<file path="src/rtl/hxmpp_pkg.sv">
// hxmpp_pkg: HCM row/word widths, readout FSM states and HCM word decode.
// Shared by the hcm_readout_ctrl slice.
package hxmpp_pkg;

  localparam int ROWINDEXBITS_HCM = 12;
  localparam int NCOLS_HCM        = 19;
  localparam int MAXHITNBITS      = 3;
  localparam int HIMADDRBITS      = NCOLS_HCM - MAXHITNBITS;

  typedef enum logic [1:0] {
    IDLE,
    RUN,
    DRAIN
  } ro_state_t;

  typedef struct packed {
    logic [HIMADDRBITS-1:0] him_addr;
    logic [MAXHITNBITS-1:0] nhits;
  } hcm_ent_t;

  function automatic hcm_ent_t hcm_decode(
    input logic [NCOLS_HCM-1:0] w
  );
    hcm_ent_t e;
    e.him_addr = w[NCOLS_HCM-1:MAXHITNBITS];
    e.nhits    = w[MAXHITNBITS-1:0];
    return e;
  endfunction

endpackage

</file>
<file path="src/rtl/hcm_ro_fifo.sv">
// hcm_ro_fifo: synchronous first-word-fall-through FIFO with fill count.
// DEPTH must be a power of 2 and at least 2.
module hcm_ro_fifo #(
  parameter int WIDTH = 8,
  parameter int DEPTH = 8,
  localparam int AW   = $clog2(DEPTH),
  localparam int CW   = $clog2(DEPTH) + 1
) (
  input  logic             clk,
  input  logic             reset,
  input  logic             i_push,
  input  logic [WIDTH-1:0] i_din,
  input  logic             i_pop,
  output logic [WIDTH-1:0] o_dout,
  output logic             o_empty,
  output logic             o_full,
  output logic [CW-1:0]    o_count
);

  logic [WIDTH-1:0] r_mem [DEPTH];
  logic [AW-1:0]    r_wptr;
  logic [AW-1:0]    r_rptr;
  logic [CW-1:0]    r_count;
  logic             w_wr;
  logic             w_rd;

  assign o_empty = (r_count == '0);
  assign o_full  = (r_count == CW'(DEPTH));
  assign o_count = r_count;
  assign w_rd    = i_pop && !o_empty;
  // A pop frees the head slot, so a push while full is fine alongside it
  assign w_wr    = i_push && (!o_full || w_rd);

  always_ff @(posedge clk) begin
    if (reset) begin
      r_wptr  <= '0;
      r_rptr  <= '0;
      r_count <= '0;
    end else begin
      if (w_wr) r_wptr <= r_wptr + 1'b1;
      if (w_rd) r_rptr <= r_rptr + 1'b1;
      if (w_wr && !w_rd)
        r_count <= r_count + 1'b1;
      else if (w_rd && !w_wr)
        r_count <= r_count - 1'b1;
    end
  end

  always_ff @(posedge clk) begin
    if (w_wr) r_mem[r_wptr] <= i_din;
  end

  assign o_dout = o_empty ? '0 : r_mem[r_rptr];

  a_no_overflow: assert property (
    @(posedge clk) disable iff (reset)
    !(i_push && o_full && !w_rd)
  );

endmodule

</file>
<file path="src/rtl/hcm_readout_ctrl.sv">
// hcm_readout_ctrl: credit-paced HCM read initiator with decoded FWFT output.
// Define HCM_RO_ORDERCHK_EN to build the response order checker driving err.
module hcm_readout_ctrl
  import hxmpp_pkg::*;
#(
  parameter int ROWBITS      = ROWINDEXBITS_HCM,
  parameter int NCOLS        = NCOLS_HCM,
  parameter int HITBITS      = MAXHITNBITS,
  parameter int HIMBITS      = NCOLS - HITBITS,
  parameter int FIFO_DEPTH   = 8,
  parameter int MAX_INFLIGHT = 4
) (
  input  logic               clk,
  input  logic               reset,
  input  logic               start,
  input  logic               req_valid,
  input  logic [ROWBITS-1:0] req_row,
  input  logic               req_last,
  output logic               req_ready,
  input  logic               hcm_read_ready,
  output logic               hcm_read_en,
  output logic [ROWBITS-1:0] hcm_read_row,
  input  logic               rsp_valid,
  input  logic [ROWBITS-1:0] rsp_row,
  input  logic [NCOLS-1:0]   rsp_data,
  output logic               out_valid,
  output logic [ROWBITS-1:0] out_row,
  output logic [HIMBITS-1:0] out_him_addr,
  output logic [HITBITS-1:0] out_nhits,
  input  logic               out_ready,
  output logic               busy,
  output logic               done,
  output logic [15:0]        dropped_cnt,
  output logic               err
);

  localparam int IW = $clog2(MAX_INFLIGHT + 1);
  localparam int CW = $clog2(FIFO_DEPTH) + 1;
  localparam int OW = ROWBITS + HIMBITS + HITBITS;

  ro_state_t           r_state;
  ro_state_t           w_next;
  logic [IW-1:0]       r_inflight;
  logic                r_rd_en;
  logic [ROWBITS-1:0]  r_rd_row;
  logic                r_busy;
  logic                r_done;
  logic [15:0]         r_dropped;

  logic                w_start;
  logic                w_acc;
  logic                w_rsp;
  logic                w_push;
  logic                w_pop;
  logic                w_fempty;
  logic                w_unused_ofull;
  logic [CW-1:0]       w_fcount;
  logic [OW-1:0]       w_fdout;
  logic [HIMBITS-1:0]  w_him;
  logic [HITBITS-1:0]  w_nhits;

  if (NCOLS == NCOLS_HCM && HITBITS == MAXHITNBITS &&
      HIMBITS == HIMADDRBITS) begin : g_pkg_dec
    hcm_ent_t w_ent;
    assign w_ent   = hcm_decode(rsp_data);
    assign w_him   = w_ent.him_addr;
    assign w_nhits = w_ent.nhits;
  end else begin : g_gen_dec
    assign w_him   = rsp_data[NCOLS-1:HITBITS];
    assign w_nhits = rsp_data[HITBITS-1:0];
  end

  // Credits cover both in-flight reads and buffered entries: no rsp stall
  assign req_ready = (r_state == RUN) && hcm_read_ready &&
                     (r_inflight < IW'(MAX_INFLIGHT)) &&
                     ((int'(w_fcount) + int'(r_inflight)) < FIFO_DEPTH);

  assign w_start = (r_state == IDLE) && start;
  assign w_acc   = req_valid && req_ready;
  assign w_rsp   = rsp_valid && (r_inflight != '0);
  assign w_push  = w_rsp && (w_nhits != '0);
  assign w_pop   = out_valid && out_ready;

  always_comb begin
    w_next = r_state;
    unique case (r_state)
      IDLE:    if (start) w_next = RUN;
      RUN:     if (w_acc && req_last) w_next = DRAIN;
      DRAIN:   if (r_inflight == '0 && w_fempty) w_next = IDLE;
      default: w_next = IDLE;
    endcase
  end

  always_ff @(posedge clk) begin
    if (reset) begin
      r_state    <= IDLE;
      r_inflight <= '0;
      r_rd_en    <= 1'b0;
      r_rd_row   <= '0;
      r_busy     <= 1'b0;
      r_done     <= 1'b0;
      r_dropped  <= '0;
    end else begin
      r_state    <= w_next;
      r_inflight <= r_inflight + IW'(w_acc) - IW'(w_rsp);
      r_rd_en    <= w_acc;
      if (w_acc) r_rd_row <= req_row;
      r_busy     <= (r_state != IDLE);
      r_done     <= (r_state == DRAIN) && (w_next == IDLE);
      if (w_start)
        r_dropped <= '0;
      else if (w_rsp && w_nhits == '0 && r_dropped != 16'hFFFF)
        r_dropped <= r_dropped + 1'b1;
    end
  end

  hcm_ro_fifo #(
    .WIDTH (OW),
    .DEPTH (FIFO_DEPTH)
  ) u_obuf (
    .clk     (clk),
    .reset   (reset),
    .i_push  (w_push),
    .i_din   ({rsp_row, w_him, w_nhits}),
    .i_pop   (w_pop),
    .o_dout  (w_fdout),
    .o_empty (w_fempty),
    .o_full  (w_unused_ofull),
    .o_count (w_fcount)
  );

  assign out_valid = !w_fempty;
  assign {out_row, out_him_addr, out_nhits} = w_fdout;

  assign hcm_read_en  = r_rd_en;
  assign hcm_read_row = r_rd_row;
  assign busy         = r_busy;
  assign done         = r_done;
  assign dropped_cnt  = r_dropped;

`ifdef HCM_RO_ORDERCHK_EN
  logic [ROWBITS-1:0]            w_exp_row;
  logic                          w_unused_xempty;
  logic                          w_unused_xfull;
  logic [$clog2(MAX_INFLIGHT):0] w_unused_xcnt;
  logic                          r_err;

  hcm_ro_fifo #(
    .WIDTH (ROWBITS),
    .DEPTH (MAX_INFLIGHT)
  ) u_exp (
    .clk     (clk),
    .reset   (reset),
    .i_push  (w_acc),
    .i_din   (req_row),
    .i_pop   (w_rsp),
    .o_dout  (w_exp_row),
    .o_empty (w_unused_xempty),
    .o_full  (w_unused_xfull),
    .o_count (w_unused_xcnt)
  );

  always_ff @(posedge clk) begin
    if (reset)
      r_err <= 1'b0;
    else if (w_start)
      r_err <= 1'b0;
    else if ((w_rsp && rsp_row != w_exp_row) ||
             (rsp_valid && r_inflight == '0))
      r_err <= 1'b1;
  end

  assign err = r_err;
`else
  assign err = 1'b0;
`endif

endmodule

</file>
<file path="config.mk">
export PLATFORM = sky130hd
export DESIGN_NAME = hcm_readout_ctrl
export DESIGN_NICKNAME = d
export VERILOG_FILES = /design/src/rtl/hxmpp_pkg.sv /design/src/rtl/hcm_ro_fifo.sv /design/src/rtl/hcm_readout_ctrl.sv
export SDC_FILE = /design/constraint.sdc
export NUM_CORES = 1
export LEC_CHECK = 0
export ABC_CLOCK_PERIOD_IN_PS = 5500
export CAP_MARGIN = 25
export CORE_UTILIZATION = 40
export CTS_CLUSTER_SIZE = 20
export DETAILED_ROUTE_END_ITERATION = 6
export GPL_ROUTABILITY_DRIVEN = 0
export PLACE_DENSITY = 0.67
export SETUP_SLACK_MARGIN = 0.15
export SLEW_MARGIN = 20
export SYNTH_ARGS = -nofsm -noshare
export SYNTH_HDL_FRONTEND = slang
export SYNTH_SLANG_ARGS = --single-unit
</file>
<file path="constraint.sdc">
create_clock -name clk -period 5.5 [get_ports clk]
set_input_delay 1.1 -clock clk [delete_from_list [all_inputs] [get_ports clk]]
set_output_delay 1.1 -clock clk [all_outputs]
set_load 0.05 [all_outputs]
</file>
==> results.txt, run 1 <==
----------------------------------------------------
[Status]
  Status ... complete, no violations

[Detailed routing]
  Initial DRC Count ... 380
  TritonRoute pass-1 iters ... 4
  Antenna-violating nets left ... 0
  Post-detailed-route DRC marker count ... 0
  Avg WL per Cell ... 19.30 µm
  Total wirelength of the detailed-routed design ... 22.87 mm
  Vias post-DR ... 6069
  Via density per instance ... 5.122

[Setup path]
  Arrival time at the worst endpoint ... 3.22 ns
  Worst path slowest cell ... dfxtp_4
  Launch instance of the worst register-to-register path ... u_obuf.o_count[1]
  Kind of launch point of the worst setup path ... flip-flop
  Largest fanout of any net on the critical path ... 31
  R2R Path End ... r_inflight[2]
  Delay of the slowest cell on the worst path ... 0.77 ns
  Worst Reg2Reg Path Length in Cells ... 10
  Crit path kind ... flip-flop to primary output
  Endpoint class of the critical path ... primary output
  Ordered cell list for the critical path ... buf_4 -> mux4_2 -> mux2i_1 -> nor2_1 -> clkdlybuf4s50_1
  Required time of the critical path ... 4.40 ns
  Reg2Reg Setup Slack ... 2.26 ns

[Final layout]
  Antenna Cells ... 0
  Number of nets in the layout ... 842
  Commonest cells after routing, fill and taps aside ... edfxtp_1, clkdlybuf4s50_1, nor2_1, mux4_2, mux2i_1
  Util after Layout ... 50.06%
  Ratio of cells with drive above 1 in the final layout ... 18.85%
  Most frequent standard cell in the layout excluding fill and tap cells ... edfxtp_1
  FILL cells ... 2389
  Multi-input combinational cell area ... 0.003139 mm²
  Storage cell area ... 0.008434 mm²
  Area overhead of the layout relative to synthesis ... 22.74%

[Placement]
  Number of port buffers ... 114
  Setup WS pre-CTS ... 1.361 ns
  Placed wire-length estimate ... 13.82 mm

[STA]
  Min setup slack post-route ... 1.185 ns
  Hold violation count in the final report ... 0
  Setup repair after global routing missed its margin ... false
  Worst-case hold slack ... 0.4849 ns
  Final setup violation count ... 0
  Final TNS setup ... 0 ns
  Shortest period the worst path allows ... 4.315 ns
  Pins Over Slew Limit ... 0
  Normalized max-slew margin ... 33.12%
  Maximum clock frequency ... 231.7 MHz
  Actual transition at the worst max-transition pin ... 1.003 ns
  Share of the clock period used by the worst path ... 78.46%
  Worst clock skew ... 0.01907 ns

[GRT]
  Antenna violations before repair ... 1
  Via count of the first global-routing pass ... 6397
  Wire length of the first global-routing pass ... 36.00 mm
  Largest net degree at the start of global routing ... 47
  GR Overflow Total ... 0
  Total track usage ... 15.42%

[Synthesis]
  Sequential share of the synthesized area ... 71.80%
  Flip-flop and latch count after synthesis ... 297
  Post-synthesis simple-gate area fraction ... 6.012%
  Adder-Cell Fraction of Synth Area ... 1.407%
  Mux share of post-synthesis cell area ... 16.09%
  Primary FF master, synth ... edfxtp_1
  Yosys warnings ... 0
  Largest family of logic cells by synthesized area ... multiplexers
  Share of the synthesized netlist area taken by xor and xnor gates ... 0.4477%
  Synth unique cells ... 51
  Cells after Synth ... 649
  Mapped cell area ... 0.01174 mm²
  Count of flip-flops with a built-in enable after synthesis ... 248
  Share of synthesized flip-flops with an asynchronous set or reset ... 0%
  Synth Net Count ... 712
  Synthesized area per cell ... 18.09 µm²
  Synth Area in Compound Gates ... 2.366%

[Clocking]
  Sinks on Clock Net ... 297
  Post-CTS Setup Bufs ... 0
  CTS Buf Count ... 30
  Clock tree from TritonCTS ... done
  Clock tree buffer depth ... 3
  Clock-pin slew reported for the worst setup and hold paths after clock tree synthesis ... 0.06 ns
  Hold-fix buffers, CTS ... 0
  Root Driver ... clkbuf_16
  Resized cells post-CTS ... 0
  Clock latency reported for the late side of the worst-skew pair ... 0.56 ns
  Deepest level of the CTS H-tree ... 1

[Floorplanning]
  Core outline area ... 0.02878 mm²
  Floorplan die height ... 173.3 µm
  Number of primary I/O pins ... 116
  Effective utilization at floorplan ... 40.79%
  Die X-Extent ... 173.3 µm
  Placement row count ... 62
  Die Footprint ... 0.03004 mm²

[Pwr]
  Portion of total power attributed to the clock network ... 29.5%
  Standby leakage power ... 4.653 nW
  Peak supply drop ... 254.1 µV
  Cell internal power dissipation ... 0.004666 W
  Sw Share ... 33.02%
  Logic pwr share ... 31.6%
  PwrDens ... 483.5 mW/mm²
  Switching pwr ... 0.002300 W
  Reg power frac ... 38.9%

[Min path]
  End point of the worst hold path ... dropped_cnt[15]
  Cell count of the worst hold path ... 2
  Worst min-delay path category ... flip-flop to flip-flop
  Hold path startpoint ... dropped_cnt[15]

[Flow run]
  Number of max-cap violations ... 0

----------------------------------------------------
==> cells in the mapped netlist, drive strengths merged, types with 5 or more instances <==
master / instances / area [µm²]
a21oi: 17 / 85.08
buf: 15 / 96.34
nor2b: 5 / 31.28
o31ai: 10 / 75.07
mux2i: 47 / 470.5
and4: 5 / 46.29
nand4: 5 / 31.28
nor2: 67 / 251.5
or4: 9 / 67.56
edfxtp: 248 / 7447
nor3: 8 / 45.04
mux4: 62 / 1396
clkbuf: 21 / 78.83
nand2: 10 / 37.54
nor3b: 5 / 37.54
inv: 11 / 41.29
nand3: 6 / 30.03
ha: 10 / 125.1
dfxtp: 49 / 980.9
==> state kept, by name, summed over array words and instances, names as in the netlist, 2 cells and up, named ones only <==
name,flops
u_obuf.r_mem,248
hcm_read_row,12
r_state,2
u_obuf.r_wptr,3
r_inflight,3
u_obuf.o_count,4
dropped_cnt,16
u_obuf.r_rptr,3
==> worst max path at each step <==
stage	endpoint	from	slack, ns
2_1_floorplan	u_obuf.r_mem[4][0]	rsp_data[0]	0.90
3_3_place_gp	u_obuf.o_count[3]	rsp_data[2]	1.47
3_5_place_dp	u_obuf.o_count[3]	rsp_data[2]	1.36
4_1_cts	out_row[1]	flip-flop	1.07
5_1_grt	out_row[1]	flip-flop	0.97
6_report	out_row[4]	flip-flop	1.18
==> layer usage <==
layer	up-vias	GRT usage (%)	share of wire, %
li1	2836	-	-
met1	3055	20.53	44
met2	138	25.62	49
met3	38	2.895	4.9
met4	2	4.867	2.3
met5	-	0	0.057
==> layout make-up <==
cell class              count  share of cell area (%)
clock buffers              34                   5.315
clock inverters            20                   1.685
inverters                  11                  0.2866
multi-input cells         305                   21.79
flip-flops and latches    297                   58.54
well taps                 384                   3.335
repair buffers            134                   9.049
==> worst max-delay path: cells and delay by family, from the launching register on <==
kind | cells | cell delay, ns
and+or+nand+nor | 1 | 0.08
muxes | 2 | 0.70
buffers and inverters | 2 | 1.12
DFF | 1 | 0.77
==> stage by stage <==
| step | cells | power [W] | cell area, µm² |
|---|---|---|---|
| finish | 1185 | 0.006966 | 14410 |
| global route | 1185 | 0.007272 | 14410 |
| CTS | 1185 | 0.007070 | 14410 |
| detailed placement | 1131 | 0.005002 | 13400 |
| global placement | 1131 | 0.004984 | 13400 |
| floorplan | 649 | 0.004272 | 11740 |
==> power groups by stage <==
stage | logic [W] | clock network [W] | registers (W)
after CTS | 0.00224 | 0.00211 | 0.00272
final | 0.00220 | 0.00206 | 0.00271
after global routing | 0.00235 | 0.00219 | 0.00273
after detailed placement | 0.00224 | 0 | 0.00276
after floorplan | 0.00158 | 0 | 0.00269
after global placement | 0.00222 | 0 | 0.00276
==> cells by family after synthesis <==
| group | count (synthesis) |
|---|---|
| xor gates and xnor gates | 6 |
| AOI/OAI and AO/OA | 40 |
| and+or+nand+nor | 135 |
| DFF | 297 |
| adders and majority gates | 12 |
| other | 1 |
| muxes | 111 |
| buffers and inverters | 47 |
Power figures use the tool's default switching activity.
==> run 2, diff against run 1 <==
--- a/config.mk
+++ b/config.mk
@@ -5,7 +5,7 @@
 export SDC_FILE = /design/constraint.sdc
 export NUM_CORES = 1
 export LEC_CHECK = 0
-export ABC_CLOCK_PERIOD_IN_PS = 5500
+export ABC_CLOCK_PERIOD_IN_PS = 4400
 export CAP_MARGIN = 25
 export CORE_UTILIZATION = 40
 export CTS_CLUSTER_SIZE = 20
==> constraint.sdc (replaced) <==
create_clock -name clk -period 4.4 [get_ports clk]
set_input_delay 0.88 -clock clk [delete_from_list [all_inputs] [get_ports clk]]
set_output_delay 0.88 -clock clk [all_outputs]
set_load 0.05 [all_outputs]
==> run 2 against run 1 <==
Net effect:
- sequential cell count unchanged
- die area unchanged
- clock-buffer cell count increased by 3
- critical endpoint is now out_him_addr[7]
- highest routed layer is now met4
- sequential share of layout area decreased by 0.26 points
- combinational power increased by 28%
==> results.txt, run 2 (synthesis gave the netlist of run 1 again) <==
----------------------------------------------------
[Pwr]
  PwrDens ... 597.0 mW/mm² (+23%)
  Logic pwr share ... 32.5% (+0.9 points)
  Switching pwr ... 0.002845 W (+24%)
  Total Power Consumption ... 0.008639 W (+24%)
  Reg power frac ... 39.1% (+0.2 points)
  Standby leakage power ... 4.668 nW (+0.31%)
  Cell internal power dissipation ... 0.005794 W (+24%)
  Portion of total power attributed to the clock network ... 28.4% (-1.1 points)
  Sw Share ... 32.94% (-0.086 points)
  Peak supply drop ... 301.7 µV (+19%)

[Detailed routing]
  Routed length on met2 ... 11.00 mm (-1.7%)
  Total wirelength of the detailed-routed design ... 23.05 mm (+0.81%)
  Top routing layer in use ... met4
  Avg WL per Cell ... 19.42 µm (+0.64%)
  Vias post-DR ... 6121 (+0.86%)
  Met3 wire length ... 1.416 mm (+26%)
  Initial DRC Count ... 440 (+16%)
  TritonRoute pass-1 iters ... 4 (unchanged)
  Via density per instance ... 5.157 (+0.69%)
  Antenna-violating nets left ... 0 (unchanged)
  Met1 Routed Length ... 10.29 mm (+2.7%)
  Post-detailed-route DRC marker count ... 0 (unchanged)

[STA]
  Pins Over Slew Limit ... 0 (unchanged)
  Worst-case hold slack ... 0.4732 ns (-0.01176 ns)
  Worst clock skew ... 0.009100 ns (-0.009970 ns)
  Actual transition at the worst max-transition pin ... 0.7376 ns (-0.2656 ns)
  Normalized max-slew margin ... 50.83% (+18 points)
  Hold violation count in the final report ... 0 (unchanged)
  Final setup violation count ... 0 (unchanged)
  Shortest period the worst path allows ... 3.904 ns
  Maximum clock frequency ... 256.2 MHz
  Share of the clock period used by the worst path ... 88.72%
  Final TNS setup ... 0 ns (unchanged)
  Setup repair after global routing missed its margin ... false

[Floorplanning]
  Core outline area ... 0.02878 mm² (unchanged)
  Floorplan die height ... 173.3 µm (unchanged)
  Die Footprint ... 0.03004 mm² (unchanged)
  Effective utilization at floorplan ... 40.79% (unchanged)
  Die X-Extent ... 173.3 µm (unchanged)
  Number of primary I/O pins ... 116 (unchanged)
  Placement row count ... 62 (unchanged)

[Final layout]
  Number of nets in the layout ... 847 (+0.59%)
  Antenna Cells ... 0 (unchanged)
  Area overhead of the layout relative to synthesis ... 23.28%
  FILL cells ... 2362 (-1.1%)
  Max FFs per register ... 248 (unchanged)
  Commonest cells after routing, fill and taps aside ... edfxtp_1, clkdlybuf4s50_1, nor2_1, mux4_2, mux2i_1
  Util after Layout ... 50.28% (+0.22 points)
  Ratio of cells with drive above 1 in the final layout ... 18.80% (-0.047 points)
  Largest register by flop count ... u_obuf.r_mem
  Final non-filler cell area ... 0.01447 mm² (+0.44%)
  Most frequent standard cell in the layout excluding fill and tap cells ... edfxtp_1

[Placement]
  Number of port buffers ... 114 (unchanged)
  Placed wire-length estimate ... 13.89 mm (+0.54%)
  Cell Area, Placed ... 0.01352 mm² (+0.93%)

[Setup path]
  Reg2Reg Setup Slack ... 1.36 ns (-0.90 ns)
  Kind of launch point of the worst setup path ... flip-flop
  Crit path kind ... flip-flop to primary output
  Endpoint class of the critical path ... primary output
  Worst Reg2Reg Path Length in Cells ... 11 (+1)
  Launch instance of the worst register-to-register path ... u_obuf.o_count[3]
  R2R Path End ... u_obuf.o_count[3]
  Arrival time at the worst endpoint ... 3.02 ns (-0.20 ns)
  Largest fanout of any net on the critical path ... 19 (-39%)
  Required time of the critical path ... 3.52 ns (-0.88 ns)

[GRT]
  GR Overflow Total ... 0 (unchanged)
  Via count of the first global-routing pass ... 6322 (-1.2%)
  Wire length of the first global-routing pass ... 36.27 mm (+0.75%)
  Antenna violations before repair ... 0 (-1)
  Total track usage ... 15.55% (+0.14 points)
  Largest net degree at the start of global routing ... 36 (-23%)

[Min path]
  Hold path startpoint ... u_obuf.r_rptr[1]
  Cell count of the worst hold path ... 2 (unchanged)
  Worst min-delay path category ... flip-flop to flip-flop

[Clocking]
  CTS Buf Count ... 30 (unchanged)
  Post-CTS Setup Bufs ... 0 (unchanged)
  Clock tree from TritonCTS ... done
  Deepest level of the CTS H-tree ... 1 (unchanged)
  Sinks on Clock Net ... 297 (unchanged)
  Clock latency reported for the late side of the worst-skew pair ... 0.54 ns (-0.02 ns)
  Hold-fix buffers, CTS ... 0 (unchanged)
  Clock tree buffer depth ... 3 (unchanged)
  Root Driver ... clkbuf_16
  Resized cells post-CTS ... 0 (unchanged)
  Clock-pin slew reported for the worst setup and hold paths after clock tree synthesis ... 0.06 ns (about the same)

[Flow run]
  Number of max-cap violations ... 0 (unchanged)

[Status]
  Status ... complete, no violations

----------------------------------------------------
[run 2: cell count changes in the layout (fill, tap and decap cells not counted), sizes merged]
cell      before  now
clkinv        12    9
buf           20   25
clkinvlp       3    2
clkbuf        34   37
bufinv         5    3
[run 2: worst max-delay path: stages (launching register included)]
cell and delay [ns]:
dfxtp_2 0.72, buf_4 0.38, mux4_2 0.24, mux2i_1 0.07, nor2_1 0.21, clkdlybuf4s50_1 0.84
[run 2: routing by layer]
metal / vias to the layer above / GRT usage, %
met2: 165 / 25.67
li1: 2846 / -
met5: - / 0
met1: 3080 / 21.21
met3: 30 / 3.333
met4: 0 / 3.392
[run 2: layout make-up]
class,count,area [µm²],area share [%]
inverters,11,41.29,0.2853
clock buffers,37,798.3,5.516
repair buffers,139,1404,9.701
clock inverters,14,148.9,1.029
flip-flops and latches,297,8434,58.28
multi-input cells,305,3164,21.87
well taps,384,480.5,3.320
[run 2: worst max path at each step]
stage,from,to,slack [ns],depth (start not counted)
floorplan,rsp_data[0],u_obuf.r_mem[0][0],0.20,4
global placement,rsp_data[1],u_obuf.o_count[3],0.65,11
detailed placement,rsp_data[1],u_obuf.o_count[3],0.58,11
CTS,flip-flop,out_him_addr[7],0.41,5
global route,flip-flop,out_him_addr[7],0.30,5
finish,flip-flop,out_him_addr[7],0.50,5
[run 2: through the flow]
| step | worst slack, ns | cells |
|---|---|---|
| finish | 0.4964 | 1187 |
| global route | 0.3044 | 1187 |
| CTS | 0.4081 | 1187 |
| detailed placement | 0.5804 | 1136 |
| global placement | 0.6548 | 1136 |
| floorplan | 0.1969 | 649 |
[run 2: power by group through the flow]
stage / Clock [W] / Combinational, W / Sequential, W
6_report: 0.00245 / 0.00281 / 0.00338
5_1_grt: 0.00262 / 0.00301 / 0.00340
4_1_cts: 0.00251 / 0.00286 / 0.00338
3_5_place_dp: 0 / 0.00286 / 0.00344
3_3_place_gp: 0 / 0.00284 / 0.00344
2_1_floorplan: 0 / 0.00198 / 0.00336
